===== config.mk =====
export PLATFORM = sky130hd
export DESIGN_NAME = sha256_ctrl
export DESIGN_NICKNAME = d
export VERILOG_FILES = /design/src/rtl/sha256_pkg.sv /design/src/rtl/sha256_ctrl.sv
export SDC_FILE = /design/constraint.sdc
export NUM_CORES = 2
export LEC_CHECK = 0
export CORE_AREA = 5 5 462 464
export CTS_CLUSTER_DIAMETER = 100
export DETAILED_ROUTE_END_ITERATION = 8
export DIE_AREA = 0 0 467 469
export GPL_TIMING_DRIVEN = 0
export PLACE_DENSITY = 0.33
export SYNTH_ARGS = -nofsm -noshare
export SYNTH_HDL_FRONTEND = slang
export SYNTH_SLANG_ARGS = --single-unit

===== constraint.sdc =====
create_clock -name clk -period 51.7 [get_ports clk]
set_input_delay 10.34 -clock clk [delete_from_list [all_inputs] [get_ports clk]]
set_output_delay 10.34 -clock clk [all_outputs]
set_load 0.005 [all_outputs]

===== src/rtl/sha256_pkg.sv =====
// Shared types and sizes for the SHA-256 block sequencer.
// The host streams 128-bit beats that are gathered into 512-bit compression blocks.
package sha256_pkg;

  typedef enum logic [1:0] {
    FILL,
    ISSUE,
    WAIT
  } state_t;

  localparam int BEATS_PER_BLOCK = 4;
  localparam int BEAT_W          = 128;
  localparam int BLOCK_W         = 512;
  localparam int DIGEST_W        = 256;

endpackage


===== src/rtl/sha256_ctrl.sv =====
// Gathers four host beats into a 512-bit block, starts the compression core
// with init or next, and publishes the digest after the message's last block.
module sha256_ctrl
  import sha256_pkg::*;
#(
  parameter int CNT_W = 16
) (
  input  logic                clk,
  input  logic                reset,
  input  logic [BEAT_W-1:0]   in_data,
  input  logic                in_valid,
  input  logic                in_last,
  output logic                in_ready,
  output logic [BLOCK_W-1:0]  core_block,
  output logic                core_init,
  output logic                core_next,
  input  logic                core_ready,
  input  logic                core_done,
  input  logic [DIGEST_W-1:0] core_digest,
  output logic [DIGEST_W-1:0] digest_out,
  output logic                digest_valid,
  output logic [CNT_W-1:0]    block_cnt,
  output logic                err
);

  localparam int BEAT_CNT_W = $clog2(BEATS_PER_BLOCK);

  state_t                state;
  state_t                state_next;
  logic [BEAT_CNT_W-1:0] beat_cnt;
  logic                  first_blk;
  logic                  last_blk;
  logic [BLOCK_W-1:0]    buffer;
  logic                  accept;
  logic                  block_full;

  assign accept     = in_valid && in_ready;
  assign block_full = (beat_cnt == BEAT_CNT_W'(BEATS_PER_BLOCK - 1));
  assign core_block = buffer;

  always_ff @(posedge clk or posedge reset) begin
    if (reset) begin
      state <= FILL;
    end else begin
      state <= state_next;
    end
  end

  always_comb begin
    state_next = state;
    in_ready   = 1'b0;
    core_init  = 1'b0;
    core_next  = 1'b0;
    case (state)
      FILL: begin
        in_ready = !reset;
        if (accept && block_full) begin
          state_next = ISSUE;
        end
      end
      ISSUE: begin
        core_init = core_ready && first_blk;
        core_next = core_ready && !first_blk;
        if (core_ready) begin
          state_next = WAIT;
        end
      end
      WAIT: begin
        if (core_done) begin
          state_next = FILL;
        end
      end
      default: state_next = FILL;
    endcase
  end

  always_ff @(posedge clk or posedge reset) begin
    if (reset) begin
      beat_cnt     <= '0;
      first_blk    <= 1'b1;
      last_blk     <= 1'b0;
      buffer       <= '0;
      digest_out   <= '0;
      digest_valid <= 1'b0;
      block_cnt    <= '0;
      err          <= 1'b0;
    end else begin
      if (accept) begin
        // Earliest beat ends up in the top 128 bits once four have arrived.
        buffer   <= {buffer[BLOCK_W-BEAT_W-1:0], in_data};
        beat_cnt <= beat_cnt + BEAT_CNT_W'(1);
        if (first_blk && beat_cnt == '0) begin
          digest_valid <= 1'b0;
          block_cnt    <= '0;
        end
        if (block_full) begin
          last_blk <= in_last;
        end else if (in_last) begin
          // A message ending mid-block is malformed: drop the partial block.
          err       <= 1'b1;
          beat_cnt  <= '0;
          first_blk <= 1'b1;
        end
      end
      if (state == WAIT && core_done) begin
        if (block_cnt != '1) begin
          block_cnt <= block_cnt + CNT_W'(1);
        end
        if (last_blk) begin
          digest_out   <= core_digest;
          digest_valid <= 1'b1;
          first_blk    <= 1'b1;
        end else begin
          first_blk <= 1'b0;
        end
      end
    end
  end

endmodule


==> flow_metrics.tcl <==
set metrics [dict create \
    floorplan.die.height_um 469 \
    setup_violations 0 \
    postRouteAntennaNets 0 \
    power.sequential.fraction_pct 37.6 \
    power.share.combinational_pct 34.5 \
    slew_worst_pin_ps 1240 \
    synthTopCellsByCount "nand2_1, dfrtp_1, mux2_2, buf_2, clkbuf_1" \
    netlist-cell-type-count 47 \
    min_path_type "reg2reg" \
    critical_path_arrival_ps 11780 \
    cts_hold_buf 0 \
    most_frequent_cell_on_critical_path "clkdlybuf4s50_1" \
    internal_power_mw 1.81 \
    ctsResizeCount 0 \
    power.switching_fraction_pct 33.8 \
    synth-async-reset-ratio_pct 100 \
    numClockSinks 792 \
    final_routed_drc_violation_total 0 \
    clock_power_share_pct 27.9 \
    crit_path_max_incr_delay_ps 640 \
    p_sw_mw 0.923 \
    cts.repair_timing.setup_buffer_count 0 \
    finalNetCount 4538 \
    clock_tree.root_cell "clkbuf_16" \
    initial_utilization_pct 14.3 \
    synth.yosys.warnings 0 \
    synthesis.area_per_instance_sq_um 10.5 \
    place_congestion 0.829 \
    max-vdd-ir-drop_mv 0.0287 \
    syn_area_sq_mm 0.0299 \
    io_pins 1179 \
    finalWorstPathRequiredPeriod_ps 22120 \
    numCtsBuffers 107 \
    global_route_wire_length_before_repair_um 241000 \
    max_freq_ghz 0.0452 \
    leak_pwr_nw 22.9 \
    number_of_antenna_violations_at_the_first_check_in_global_routing 77 \
    total_gr_overflow 0 \
    drtIter0Drc 1428 \
    via_count_of_the_first_global_routing_pass 26100 \
    via_per_inst 3.56 \
    placeableCoreArea_sq_mm 0.209 \
    reg2reg_slack_ps 47840 \
    cts_buffer_depth 3 \
    place_hpwl_um 148000 \
    powerDensity_mw_per_mm2 55.7 \
    clkSlewWorstSetupHoldPaths_ps 60 \
    cp-end-kind "primary output" \
    clock_latency_ps 750 \
    synth_most_common_cell "nand2_1" \
    max-cap-violations 0 \
    fraction_of_synthesized_cell_area_taken_by_the_top_area_cell_type_pct 66.1 \
    yosys-top-cells-area "dfrtp_1, nand2_1, mux2_2" \
    ys_ff_latch 792 \
    ordered_cell_list_for_the_critical_path "clkdlybuf4s50_1, nand3b_1, nor2_1, clkdlybuf4s50_1" \
    design_power_total_mw 2.73 \
    timing.critical_path.required_ps 41360 \
    drive_gt1_share_pct 12.8 \
    rows 168 \
    cts_tree "yes" \
    postSynthCellCount 2850 \
    cts-htree-levels 3 \
    area.growth.synth_to_final_pct 64.0 \
    timing.critical_path.buf_inv 2 \
    drt-pass1-iter-count 5 \
    grt_start_max_net_pins 112 \
    track_usage_pct 16.0 \
    worst_path_max_delay_cell "clkdlybuf4s50_1" \
    syn-num-nets 3243 \
    crit_family "buffers and inverters" \
    via_count 25100 \
    place.port_buffers 1178 \
    crit_fanout 3 \
    dominantRegCellSynth "dfrtp_1" \
    timing.final.crit_share_pct 42.8 \
    fin_setup_tns_ps 0 \
    critPathLaunchType "input pin" \
    slew_viol_final 0 \
    design.die.area_sq_mm 0.219 \
    maxSlewHeadroom_pct 17.4 \
    synth-edff-count 0 \
    post-synth-top-area-cell "dfrtp_1" \
    final_wl_um 183000 \
    grt_setup_unrepaired "no" \
    timing.clock.skew_ps 31.4 \
    finalHoldViolCount 0 \
    wire_per_inst_um 25.9 \
    seq_area_frac_synth_pct 66.2 \
    timing.setup.critical_path_class "in2out" \
    die_width_um 467 \
    run_status "complete, no violations" \
]
==> cell usage in the layout (no fill, tap or decap), types with 6 or more instances in the layout <==
master and instances:
nand2_1 1549, dfrtp_1 791, mux2_2 258, clkbuf_1 70, clkbuf_8 30, clkdlybuf4s50_1 1178, clkinv_2 9, diode_2 20
clkbuf_2 6, inv_1 9, nor3_1 6, nor2_1 9, nand3_1 8, buf_1 7, buf_16 8, buf_2 91
o21ai_0 11, clkbuf_16 109
==> worst register-to-register path: stages (launching register included) <==
cell,delay [ps]
dfrtp_1,450
nor4b_2,1020
clkbuf_1,950
clkbuf_2,770
buf_2,400
nand2_1,140
nand2_1,70
==> power groups by stage <==
| stage | Sequential (mW) | Clock, mW | Combinational (mW) |
|---|---|---|---|
| after CTS | 1.03 | 0.798 | 0.981 |
| after global placement | 1.04 | 0 | 0.977 |
| after floorplan | 1.00 | 0 | 0.216 |
| after detailed placement | 1.04 | 0 | 0.976 |
| after global routing | 1.06 | 0.816 | 1.01 |
| final | 1.03 | 0.763 | 0.943 |
==> final timing paths <==
kind	startpoint	to	depth (start not counted)
worst max register to register	state[1]	core_block[470]	6
max in group asynchronous	reset	core_block[143]	5
worst min-delay path	core_block[491]	core_block[491]	2
min in group asynchronous	reset	block_cnt[13]	2
worst min register to register	core_block[491]	core_block[491]	2
worst max-delay path	core_ready	core_next	4
==> state kept, by name, summed over array words and instances (netlist names) <==
register and flops:
state 2, beat_cnt 2, err 1, digest_valid 1, core_block 512, first_blk 1
block_cnt 16, digest_out 256, last_blk 1
==> cells by family after synthesis <==
logic type,Yosys count,synth area share [%]
multiplexers,259,9.74
buffers and inverters,156,2.36
AO/OA/AOI/OAI,31,0.744
adder cells (fa/ha/maj),3,0.125
XOR/XNOR,2,0.0585
AND/OR/NAND/NOR,1607,20.8
flip-flops,792,66.2
==> routing by layer <==
metal | up-vias | GRT usage, % | wire length, um
li1 | 11600 | - | -
met1 | 12300 | 18.4 | 71000
met2 | 859 | 27.1 | 88500
met3 | 234 | 6.64 | 17400
met4 | 56 | 5.09 | 5350
met5 | - | 0 | 352
==> through the flow <==
stage	worst slack, ps	hold WS [ps]	util, %	area (sq um)	cells
2_1_floorplan	19120	465	-	29900	2850
3_3_place_gp	4530	461	21.7	45200	6833
3_5_place_dp	29510	462	21.8	45500	6841
4_1_cts	29500	475	23.5	49000	7036
5_1_grt	29430	489	23.5	49000	7038
6_report	29580	469	23.5	49100	7056
==> cell type report <==
| class | count | area [sq um] |
|---|---|---|
| fill | 22600 | 160000 |
| sequential | 792 | 19800 |
| timing repair buffer | 1186 | 12000 |
| multi-input combinational | 1902 | 9410 |
| tap | 2805 | 3510 |
| clock buffer | 168 | 3250 |
| buffer | 146 | 677 |
| clock inverter | 27 | 327 |
| antenna | 20 | 50.0 |
| inverter | 10 | 45.0 |
(Power assumes the default switching activity.)
